$ cat src/rtl/serializer_pkg.sv
// Shared definitions for the bit serializer: FSM encodings and idle line level.
package serializer_pkg;

  typedef enum logic [1:0] {
    IDLE  = 2'd0,
    SHIFT = 2'd1,
    GAP   = 2'd2
  } state_e;

  localparam logic IDLE_LEVEL = 1'b0;

  localparam int GAP_CNT_W = 4;

endpackage

$ cat src/rtl/down_counter.sv
// Loadable down counter that saturates at zero and flags when it holds zero.
module down_counter #(
  parameter int W = 4
) (
  input  logic         clk,
  input  logic         rst,
  input  logic         load,
  input  logic         en,
  input  logic [W-1:0] load_val,
  output logic         zero
);

  logic [W-1:0] cnt_q, cnt_d;

  always_comb begin
    cnt_d = cnt_q;
    if (load) begin
      cnt_d = load_val;
    end else if (en && (cnt_q != '0)) begin
      cnt_d = cnt_q - 1'b1;
    end
  end

  always_ff @(posedge clk) begin
    if (rst) begin
      cnt_q <= '0;
    end else begin
      cnt_q <= cnt_d;
    end
  end

  assign zero = (cnt_q == '0);

endmodule

$ cat src/rtl/bit_serializer.sv
// Parallel-to-serial converter: one word per handshake, optional idle gap, done pulse after the last bit.
module bit_serializer
  import serializer_pkg::*;
#(
  parameter int WIDTH      = 8,
  parameter int GAP_CYCLES = 1,
  parameter bit LSB_FIRST  = 1'b0
) (
  input  logic             clk,
  input  logic             rst,
  input  logic [WIDTH-1:0] data_in,
  input  logic             valid_in,
  output logic             ready_out,
  output logic             x,
  output logic             busy,
  output logic             done
);

  localparam int CW = $clog2(WIDTH);
  localparam logic [CW-1:0] BIT_LOAD = CW'(WIDTH - 1);
  localparam logic [GAP_CNT_W-1:0] GAP_LOAD =
    (GAP_CYCLES > 0) ? GAP_CNT_W'(GAP_CYCLES - 1) : '0;

  state_e           state_q, state_d;
  logic [WIDTH-1:0] shreg_q, shreg_d;
  logic             done_q, done_d;
  logic             bit_load, bit_en, bit_zero;
  logic             gap_load, gap_en, gap_zero;

  down_counter #(.W(CW)) u_bit_cnt (
    .clk      (clk),
    .rst      (rst),
    .load     (bit_load),
    .en       (bit_en),
    .load_val (BIT_LOAD),
    .zero     (bit_zero)
  );

  down_counter #(.W(GAP_CNT_W)) u_gap_cnt (
    .clk      (clk),
    .rst      (rst),
    .load     (gap_load),
    .en       (gap_en),
    .load_val (GAP_LOAD),
    .zero     (gap_zero)
  );

  always_comb begin
    state_d   = state_q;
    shreg_d   = shreg_q;
    done_d    = 1'b0;
    bit_load  = 1'b0;
    bit_en    = 1'b0;
    gap_load  = 1'b0;
    gap_en    = 1'b0;
    x         = IDLE_LEVEL;
    busy      = 1'b0;
    ready_out = 1'b0;
    case (state_q)
      IDLE: begin
        ready_out = !rst;
        if (valid_in) begin
          shreg_d  = data_in;
          bit_load = 1'b1;
          state_d  = SHIFT;
        end
      end
      SHIFT: begin
        busy   = 1'b1;
        bit_en = 1'b1;
        if (LSB_FIRST) begin
          x       = shreg_q[0];
          shreg_d = shreg_q >> 1;
        end else begin
          x       = shreg_q[WIDTH-1];
          shreg_d = shreg_q << 1;
        end
        if (bit_zero) begin
          done_d = 1'b1;
          if (GAP_CYCLES > 0) begin
            gap_load = 1'b1;
            state_d  = GAP;
          end else begin
            state_d = IDLE;
          end
        end
      end
      GAP: begin
        busy = 1'b1;
        if (gap_zero) begin
          state_d = IDLE;
        end else begin
          gap_en = 1'b1;
        end
      end
      default: state_d = IDLE;
    endcase
  end

  // Reset wins over any handshake on the same edge, dropping that word.
  always_ff @(posedge clk) begin
    if (rst) begin
      state_q <= IDLE;
      shreg_q <= '0;
      done_q  <= 1'b0;
    end else begin
      state_q <= state_d;
      shreg_q <= shreg_d;
      done_q  <= done_d;
    end
  end

  assign done = done_q;

endmodule

$ cat config.mk
export PLATFORM = sky130hd
export DESIGN_NAME = bit_serializer
export DESIGN_NICKNAME = d
export VERILOG_FILES = /design/src/rtl/serializer_pkg.sv /design/src/rtl/down_counter.sv /design/src/rtl/bit_serializer.sv
export SDC_FILE = /design/constraint.sdc
export NUM_CORES = 1
export LEC_CHECK = 0
export CAP_MARGIN = 10
export CORE_MARGIN = 3
export CORE_UTILIZATION = 49
export CTS_BUF_LIST = sky130_fd_sc_hd__clkbuf_8
export DETAILED_ROUTE_END_ITERATION = 7
export PLACE_DENSITY = 0.76
export SLEW_MARGIN = 20
export SYNTH_ARGS = -nofsm -noshare
export SYNTH_HDL_FRONTEND = slang
export SYNTH_SLANG_ARGS = --single-unit
$ cat constraint.sdc
create_clock -name clk -period 1.7 [get_ports clk]
set_clock_uncertainty 0.2 [all_clocks]
set_input_delay 0.17 -clock clk [delete_from_list [all_inputs] [get_ports clk]]
set_output_delay 0.17 -clock clk [all_outputs]
set_load 0.1 [all_outputs]
==> flow_summary.toml, run 1 <==
[min_path]
hold_depth = 2
hold_path.class = "flop to flop"

[logic_synthesis]
synthDistinctLibCells = 31
synth_top_family_by_area = "compound AO/OA/AOI/OAI gates"
synthFlopType = "dfxtp_1"
synth_common_cells = "18 x dfxtp_1, 10 x inv_1"
synthAdderAreaFrac_pct = 10.4
synth-seq-area-share_pct = 37.5
synth-xor-area-share_pct = 0
synthTopCellsByArea = "dfxtp_1 38%, ha_1 10%, mux2i_1 8.3%"
synth-compound-area-share_pct = 19.1
yosys.area_share.simple_pct = 17.2
synth_area_per_cell_um2 = 9.07
synth_nets = 125
synthMuxAreaShare_pct = 9.51
yosys.area.top_type = "dfxtp_1"
yosysMostFrequentCell = "dfxtp_1"
synth_seq_cells = 18
netlist_area_um2 = 961
synth_warnings = 0
synth_edf_count = 0
syn-instance-count = 106
synth_top_cell_area_share_pct = 37.5
synthArstFlopShare_pct = 0

[routing]
ant_nets = 0
wl_per_cell_um = 15.4
vias = 890
drt_wl_total_um = 2400
drt_pre_antenna_iters = 5
drc_errors = 0
drt_iter0_markers = 35
detail_route.vias_per_cell = 5.71

[sta]
fin_crit_sh_pct = 106
final.min_clock_period_ns = 1.80
slew_violations = 0
rsz0062_at_grt = "yes"
setup-violations-final = 3
worstMarginPinSlew_ns = 0.475
maxSlewHeadroom_pct = 68.3
fmax_mhz = 557
hold_viol_final = 0
setup_ws_ns = -0.0965

[floorplan]
initial_core_util_pct = 53.9
dieHeight_um = 50.3
std_cell_rows = 15
chipWidth_um = 50.3
core_area_um2 = 1780
io_pins = 15
dieArea_um2 = 2530

[clocking]
cts_htree_levels = 1
hold_buffers = 0
insertion_delay_ns = 0.26
numCtsBuffers = 3
cts_sinks = 18
clockRootBuffer = "clkbuf_8"
clk_pin_slew_worst_paths_ns = 0.07
cts_buffer_depth = 2
cts_tree = "built"

[finish]
nFillCells = 129
multi_input_area_um2 = 613
area_delta_synth_final_pct = 43.9
drive_above_1_share_pct = 29.0
diodes = 0
layout.cells.non_filler = 156
layout.nets = 151
register_area_um2 = 365

[setup_path]
start_kind = "flop"
critPathKind = "flop to flop"
cp-end-kind = "flop"
cp.arrival_ns = 1.79
r2r_slack_ns = -0.1
reg2reg_depth = 5
cp_max_fo = 3
required_ns = 1.69

[power]
power_density_nw_per_um2 = 1040
ir_worst_vdd_mv = 0.859
p_leak_nw = 0.548

[global_routing]
antenna_found_initial = 0
grtUsageTotal_pct = 20.0
grt_pass1_vias = 875
gr-total-overflow = 0
grt_max_degree = 15
grt_pass1_wl_um = 3840

[place]
placed_cells = 150
routabilityCongestion = 0.793
numPortBuffers = 14
dp_slack_ns = -0.0678
dp_hpwl_um = 1540

[run_status]
violations = "setup timing"
status = "finished, violations left"

[run]
drv_cap = 0
-- power by group --
part / leakage (nW) / internal [mW] / switching, mW
combinational: 0.370 / 0.254 / 0.308
sequential: 0.150 / 0.476 / 0.0387
clock: 0.0288 / 0.206 / 0.153
-- flip-flops by register name (all words and copies together) (netlist names) --
name             count
state_q              2
u_bit_cnt.cnt_q      3
done                 1
u_gap_cnt.cnt_q      4
shreg_q              8
-- through the flow --
stage	util (%)	setup TNS (ns)	hold slack [ns]	power (mW)	cell area (um2)
after detailed placement	69.3	-0.0678	0.284	1.02	1230
after global routing	77.5	-0.434	0.327	1.51	1380
final	77.5	-0.152	0.313	1.44	1380
after CTS	75.0	-0.0685	0.297	1.40	1340
after global placement	69.3	0	0.273	1.00	1230
after floorplan	-	0	0.140	0.851	971
-- layout make-up --
| cell class | count | share of cell area (%) |
|---|---|---|
| multi-input cells | 73 | 44.3 |
| flip-flops and latches | 18 | 26.4 |
| repair buffers | 26 | 20.1 |
| clock buffers | 4 | 3.98 |
| inverters | 10 | 2.90 |
| well taps | 25 | 2.26 |
-- placed cells by master (no fill, tap or decap), drive strengths merged, types with 4 or more instances in the layout --
cell type / n
ha: 8
mux2i: 8
buf: 16
o21ai: 6
nor2: 8
clkdlybuf4s50: 10
a21oi: 6
clkbuf: 4
a211oi: 8
dfxtp: 18
inv: 10
-- repair_timing --
| item | 4_1_cts | 5_1_grt |
|---|---|---|
| gates resized for setup | 14 | 8 |
| endpoints found under the setup margin | 6 | 7 |
| buffers inserted | 1 | 1 |
| cloned | 0 | 0 |
| pin swaps | 3 | 3 |
| hold endpoints to repair | 0 | 0 |
-- worst max-delay path: stages, from the launching register on --
cell and delay (ns):
dfxtp_2 0.33, inv_2 0.08, ha_4 0.13, or3b_4 0.38
a222oi_1 0.38, mux2i_1 0.22
-- path summary, 6_finish.rpt --
| check | startpoint | to |
|---|---|---|
| worst max-delay path | u_gap_cnt.cnt_q[1] | state_q[1] |
| worst min-delay path | shreg_q[4] | shreg_q[4] |
| worst max register to register | u_gap_cnt.cnt_q[1] | state_q[1] |
| worst min register to register | shreg_q[4] | shreg_q[4] |
-- routing by layer --
| metal | part of all wire [%] | vias up | GRT usage [%] |
|---|---|---|---|
| met4 | 1.4 | 0 | 5.53 |
| met3 | 6.2 | 4 | 6.53 |
| li1 | - | 432 | - |
| met5 | 0 | - | 0 |
| met1 | 42 | 423 | 23.3 |
| met2 | 51 | 31 | 34.8 |
-- cell families (layout without fill, tap and decap cells) --
logic type,after synthesis,in the layout
compound gates,28,28
fa+ha+maj,8,8
buf+inv,15,40
flops,18,18
mux,9,9
simple gates,28,28
Note: power is estimated with default switching activity, not from simulation.
==> run 2: changes to the inputs <==
- CORE_UTILIZATION: 49 -> 38
- PLACE_DENSITY: 0.76 -> 0.61
- SETUP_SLACK_MARGIN: default -> 0.5
- clock period: 1.7 -> 1.65 ns (I/O delays scaled with it)
==> flow_summary.toml, run 2 (synthesis results as in run 1) <==
[run_status]
status = "finished, violations left"
violations = "setup timing"

[setup_path]
cp-end-kind = "flop"
cp.arrival_ns = 1.73
required_ns = 1.58
crit_chain = "inv_2, ha_4, or3b_4, buf_4, buf_6, buf_4, a21oi_2, a311oi_2"
cpPeakStageDelay_ns = 0.37
crit_top_cell = "buf_4"
cp_max_fo = 3
critPathKind = "flop to flop"
cpMaxStageDelayCell = "or3b_4"
start_kind = "flop"
r2r_slack_ns = -0.14

[clocking]
cts_tree = "built"
insertion_delay_ns = 0.25
cts_buffer_depth = 2
cts_htree_levels = 1
numCtsBuffers = 3
cts_sinks = 18
clockRootBuffer = "clkbuf_8"
clk_pin_slew_worst_paths_ns = 0.07
hold_buffers = 0

[global_routing]
antenna_found_initial = 0
gr-total-overflow = 0
grt_max_degree = 15
grt_pass1_vias = 886
grtUsageTotal_pct = 15.9
grt_pass1_wl_um = 3950

[sta]
setup-violations-final = 8
hold_viol_final = 0
setup_ws_ns = -0.145
fmax_mhz = 557
rsz0062_at_grt = "yes"
fin_crit_sh_pct = 109
final.min_clock_period_ns = 1.79
slew_violations = 0
maxSlewHeadroom_pct = 76.3
worstMarginPinSlew_ns = 0.356

[finish]
post-route-cell-area_um2 = 1550
nFillCells = 181
final_common_cell = "buf_4"
mostFrequentLayoutCells = "21 x buf_4, 14 x dfxtp_1, 10 x clkdlybuf4s50_1"
top_register = "shreg_q"
layout.nets = 163
top_regs = "shreg_q: 8 flops, u_gap_cnt.cnt_q: 4 flops, u_bit_cnt.cnt_q: 3 flops"
layout.cells.non_filler = 170
largest_reg_flops = 8
area_delta_synth_final_pct = 61.3
diodes = 0
drive_above_1_share_pct = 46.5

[routing]
vias = 893
detail_route.vias_per_cell = 5.25
drc_errors = 0
wl_per_cell_um = 14.4
drt_iter0_markers = 19
ant_nets = 0
drt_wl_total_um = 2450
drt_pre_antenna_iters = 4

[floorplan]
chipWidth_um = 56.3
std_cell_rows = 17
core_area_um2 = 2300
dieHeight_um = 56.3
initial_core_util_pct = 41.8
dieArea_um2 = 3170
io_pins = 15

[place]
dp_hpwl_um = 1660
routabilityCongestion = 0.710
numPortBuffers = 14
placed_cells = 154
placement.cell_area_um2 = 1310

[run]
drv_cap = 0

[power]
ir_worst_vdd_mv = 0.804
p_leak_nw = 0.623
power_density_nw_per_um2 = 964

[min_path]
hold_path.class = "flop to flop"
==> run 2: what timing repair did <==
item | in CTS | in global routing
setup buffers | 10 | 3
gates resized for setup | 14 | 11
setup endpoints to repair | 21 | 21
hold endpoints to repair | 0 | 0
pin swaps | 10 | 2
==> run 2: metrics by stage <==
step	total power, mW	setup TNS [ns]	hold slack [ns]	setup WS (ns)	utilization [%]
global placement	1.07	-0.0416	0.269	-0.0416	57.1
detailed placement	1.09	-0.142	0.284	-0.106	57.1
floorplan	0.945	-0.0406	0.128	-0.0406	-
CTS	1.48	-0.150	0.294	-0.0801	64.6
finish	1.49	-0.606	0.290	-0.145	67.5
global route	1.57	-1.47	0.305	-0.211	67.5
==> run 2: cell type report <==
class                      count  area (um2)  share of cell area, %
multi-input combinational     73         701                   45.2
sequential                    18         368                   23.7
timing repair buffer          38         365                   23.6
clock buffer                   3        41.3                   2.66
inverter                      10        40.0                   2.58
tap                           28        35.0                   2.26
==> run 2: final timing paths <==
check,cells after the start,start,end
max,8,u_gap_cnt.cnt_q[1],u_gap_cnt.cnt_q[1]
min,2,u_gap_cnt.cnt_q[0],u_gap_cnt.cnt_q[0]
max reg2reg,8,u_gap_cnt.cnt_q[1],u_gap_cnt.cnt_q[1]
min reg2reg,2,u_gap_cnt.cnt_q[0],u_gap_cnt.cnt_q[0]
==> run 2: metal layers <==
layer  part of all wire (%)  GRT usage, %
met3                    5.1          4.37
met5                      0             0
met4                   0.49          4.07
met1                     41          18.7
met2                     53          28.2
==> run 2: where the power goes <==
| part | internal (mW) | total [mW] | leakage [nW] | switching (mW) |
|---|---|---|---|---|
| logic | 0.317 | 0.658 | 0.451 | 0.341 |
| clock network | 0.162 | 0.301 | 0.0216 | 0.139 |
| registers | 0.491 | 0.535 | 0.150 | 0.0440 |
| total | 0.969 | 1.49 | 0.623 | 0.525 |
==> run 2: worst max-delay path, delay by kind of cell (launching register included) <==
family | cells | cell delay [ns]
compound gates | 2 | 0.19
fa+ha+maj | 1 | 0.13
buf+inv | 4 | 0.47
flops | 1 | 0.33
simple gates | 1 | 0.37
==> run 3: changes to the inputs <==
- CORE_UTILIZATION: 38 -> 30
- PLACE_DENSITY: 0.61 -> 0.5
==> flow_summary.toml, run 3 (synthesis results as in run 1) <==
[setup_path]
cp_top_family = "simple AND/OR/NAND/NOR gates"
cpPeakStageDelay_ns = 0.38
required_ns = 1.57
critPathKind = "flop to flop"
cp_max_fo = 3
crit_buf_inv = 2
cpMaxStageDelayCell = "or3b_4"
cp-end-kind = "flop"
cp.arrival_ns = 1.66
crit_chain = "inv_2, ha_4, or3b_4, buf_4, a221oi_2, a211oi_1"
start_kind = "flop"

[routing]
drt_iter0_markers = 32
drt_pre_antenna_iters = 4
drc_errors = 0
detail_route.vias_per_cell = 4.91
drt_wl_total_um = 2840
vias = 963
ant_nets = 0
wl_per_cell_um = 14.5

[global_routing]
grt_max_degree = 10
grtUsageTotal_pct = 15.1
antenna_found_initial = 0
grt_pass1_vias = 1016
gr-total-overflow = 0
grt_pass1_wl_um = 4710

[clocking]
cts_sinks = 18
cts_buffer_depth = 2
insertion_delay_ns = 0.25
cts_tree = "built"
cts_htree_levels = 1
clockRootBuffer = "clkbuf_8"
clk_pin_slew_worst_paths_ns = 0.07
numCtsBuffers = 3
hold_buffers = 0

[power]
p_leak_nw = 0.731
switching_share_pct = 36.1
clkPwrFrac_pct = 17.8
p_seq_share_pct = 31.5
p_int_mw = 1.12
combPwrFrac_pct = 50.7
power_density_nw_per_um2 = 953
ir_worst_vdd_mv = 0.511
p_sw_mw = 0.634

[sta]
worstMarginPinSlew_ns = 0.315
fmax_mhz = 576
slew_violations = 0
hold_viol_final = 0
maxSlewHeadroom_pct = 78.9
setup-violations-final = 6
rsz0062_at_grt = "yes"
final.min_clock_period_ns = 1.74
setup_ws_ns = -0.0865
fin_crit_sh_pct = 105

[floorplan]
core_area_um2 = 2900
initial_core_util_pct = 33.1
std_cell_rows = 19
chipWidth_um = 62.6
dieArea_um2 = 3920
io_pins = 15
dieHeight_um = 62.6

[place]
numPortBuffers = 14
placed_cells = 167
routabilityCongestion = 0.720
placement.cell_area_um2 = 1340
dp_hpwl_um = 1630

[run_status]
status = "finished, violations left"
violations = "setup timing"

[finish]
area_delta_synth_final_pct = 91.7
register_area_um2 = 374
nFillCells = 242
post-route-cell-area_um2 = 1840
mostFrequentLayoutCells = "21 x buf_4, 12 x buf_6, 11 x dfxtp_1, 10 x clkdlybuf4s50_1"
top_register = "shreg_q"
diodes = 0
multi_input_area_um2 = 813
layout.nets = 175
drive_above_1_share_pct = 64.3
layout.cells.non_filler = 196
largest_reg_flops = 8
top_regs = "shreg_q: 8 flops, u_gap_cnt.cnt_q: 4 flops, u_bit_cnt.cnt_q: 3 flops"
final_common_cell = "buf_4"

[min_path]
hold_path.class = "flop to flop"

[run]
drv_cap = 0
run 3: power by group through the flow:
stage          clock network (mW)  registers, mW  logic (mW)
3_3_place_gp                    0          0.533       0.555
4_1_cts                     0.317          0.543       0.782
6_report                    0.312          0.554       0.890
5_1_grt                     0.340          0.561       0.952
3_5_place_dp                    0          0.536       0.563
2_1_floorplan                   0          0.539       0.406
run 3: path summary, 6_finish.rpt:
kind	slack, ns	to	cells past startpoint	from
hold / removal	0.30	shreg_q[0]	2	shreg_q[0]
setup reg to reg	-0.09	state_q[0]	6	u_gap_cnt.cnt_q[0]
hold reg to reg	0.30	shreg_q[0]	2	shreg_q[0]
setup / recovery	-0.09	state_q[0]	6	u_gap_cnt.cnt_q[0]
run 3: per-stage QoR:
stage          power, mW  setup TNS [ns]  hold WS, ns  worst slack (ns)  utilization (%)
2_1_floorplan      0.945         -0.0406        0.128           -0.0406                -
3_3_place_gp        1.09         -0.0401        0.278           -0.0401             46.0
3_5_place_dp        1.10         -0.0875        0.293           -0.0719             46.0
4_1_cts             1.64          -0.117        0.282           -0.0495             58.0
5_1_grt             1.85          -0.657        0.315            -0.149             63.5
6_report            1.76          -0.259        0.296           -0.0865             63.5
run 3: cell type report:
class / instances / area share [%]
sequential: 18 / 20.3
multi-input combinational: 74 / 44.2
timing repair buffer: 49 / 27.9
tap: 42 / 2.85
clock buffer: 3 / 2.24
inverter: 10 / 2.58
run 3: worst reg2reg max path: stages (launching register included):
cell and delay [ns]:
dfxtp_2 0.33, inv_2 0.07, ha_4 0.13, or3b_4 0.38, buf_4 0.15, a221oi_2 0.25
a211oi_1 0.10
run 3: per-layer routing:
layer,up-vias,global-route usage [%],wire length [um]
li1,481,-,-
met1,458,18.2,1270
met2,14,24.8,1380
met3,10,2.52,78
met4,0,9.92,112
met5,-,0,0
run 3: timing repair:
item | in CTS | in global routing
resized for setup | 48 | 21
cloned | 1 | 0
setup buffers | 17 | 8
endpoints found under the setup margin | 21 | 22
pin swaps | 22 | 11
==> edit, RTL diff (config.mk and constraints of run 1) <==
Change the parameter `LSB_FIRST` from 1'b0 to 1'b1.
--- a/src/rtl/bit_serializer.sv
+++ b/src/rtl/bit_serializer.sv
@@ -5,5 +5,5 @@
   parameter int WIDTH      = 8,
   parameter int GAP_CYCLES = 1,
-  parameter bit LSB_FIRST  = 1'b0
+  parameter bit LSB_FIRST  = 1'b1
 ) (
   input  logic             clk,
Function: changed (a bounded check fails within 4 cycles, from zero or initial values and one cycle with rst high).
==> edit against run 1 <==
  * Cell area increased by 5.8%
  * Area after synthesis increased by 0.13%
  * Fmax decreased by 2.9%
  * Critical endpoint unchanged
  * Core utilization increased by 4.5 points
  * Wire length increased by 24%
  * Sequential cell count unchanged
  * Die area about the same
  * First-iteration DRC count decreased by 40%
  * Sequential share of layout area decreased by 1.1 points
  * The run still ends with setup timing left
  * Total power increased by 3.1%
  * Worst setup slack got worse by 0.054 ns
  * Count of clock-buffer cells in the layout unchanged
==> edit: results (changes against run 1) <==
The flow ran to the end, but the final reports show violations. The checks that failed: setup timing. The worst register-to-register path begins at u_gap_cnt.cnt_q[0]. The layout buffer count excluding clock buffers was 35 (+35%); the fraction of power consumed by the clock network was 23.8% (-1.2 points). For the area after detailed placement, the log shows 0.00125 mm^2 (+1.5%). The final-layout fill cell count was 104 (-19%). The length of the first detailed-routing pass in iterations was 4 (-1); the number of instances resized during post-cts repair was 19 (+5). The non-clock buffer contribution to total cell area was 23.9% (+3.8 points); the worst-case vdd ir drop was 0.956 mV (+11%). The part of the total power dissipated in sequential elements is 35.0% (-0.9 points), and the total setup buffers inserted after CTS is 2 (+1). For the met2 track utilization from global routing, the log shows 33.0% (-1.7 points). The worst hold path endpoint is u_bit_cnt.cnt_q[1].

The routing usage on met3 is 2.67% (-3.9 points), and the final layout net count is 160 (+6.0%). After synthesis, the cell types taking the most area are sky130_fd_sc_hd__dfxtp_1 (37%), sky130_fd_sc_hd__ha_1 (10%), sky130_fd_sc_hd__mux2i_1 (8.3%). The worst hold margin is 0.302 ns (-0.0108 ns), and the detailed-route via count is 963 (+8.2%).

The fraction of final layout cells sized beyond drive strength 1 is 35.7% (+6.7 points), and the proportion of synthesized area in mux cells is 9.49% (-0.012 points). The logs give -0.151 ns (-0.0544 ns) for the final critical-path setup slack and 1.82 ns (+0.03 ns) for the signal arrival time at the worst endpoint. The tools report the final weighted congestion in routability-driven placement as 0.847 (+6.8%). The area used by multi-input combinational logic is 612 um^2 (-0.20%).

In this run the most critical hold path is launched from u_bit_cnt.cnt_q[1]. The logs give 19.6% (-0.48 points) for the global-route total usage across every layer and 37.5% (-0.049 points) for the sequential element share of the synthesized area. The number of global-route vias before repair is 815 (-6.9%), and the worst-case setup slack after placement is -0.0720 ns (-0.00423 ns). The tools report the normalized max-slew margin as 70.5% (+2.3 points). On the critical path, the stage with the largest delay is an instance of sky130_fd_sc_hd__a222oi_1. The internal power contribution is 0.962 mW (+2.7%), and the adder-cell share of the synthesized area is 10.4% (-0.014 points).

The fraction of area in multi-input gates is 41.8% (-2.5 points). The count of different cell masters after synthesis came out at 32 (+3.2%). The tools report the final count of negative-setup-slack endpoints as 2 (-1). The global-route track usage on met1 was 26.5% (+3.2 points). The first-iteration detailed-routing DRC count is 21 (-40%). The run gives -0.183 ns (-0.0307 ns) as the total negative slack.

The maximum cell stage delay along the critical path is 0.42 ns (+0.04 ns).
-- edit: cell types whose count changed after synthesis --
| cell | before | now |
|---|---|---|
| sky130_fd_sc_hd__or4_1 | 2 | 1 |
| sky130_fd_sc_hd__or4_2 | 0 | 1 |
-- edit: worst max-delay path by stage --
stage / start / to / slack (ns) / depth (start not counted)
2_1_floorplan: u_gap_cnt.cnt_q[0] / state_q[1] / 0.005 / 5
3_3_place_gp: u_gap_cnt.cnt_q[0] / state_q[1] / -0.003 / 5
3_5_place_dp: u_gap_cnt.cnt_q[0] / state_q[1] / -0.07 / 5
4_1_cts: u_gap_cnt.cnt_q[0] / state_q[1] / -0.05 / 5
5_1_grt: u_gap_cnt.cnt_q[0] / state_q[1] / -0.21 / 5
6_report: u_gap_cnt.cnt_q[0] / state_q[1] / -0.15 / 5
-- edit: per-layer routing --
metal,share of wire (%),up-vias
li1,-,448
met1,43,476
met5,0,-
met4,3.3,0
met2,51,25
met3,2.9,14
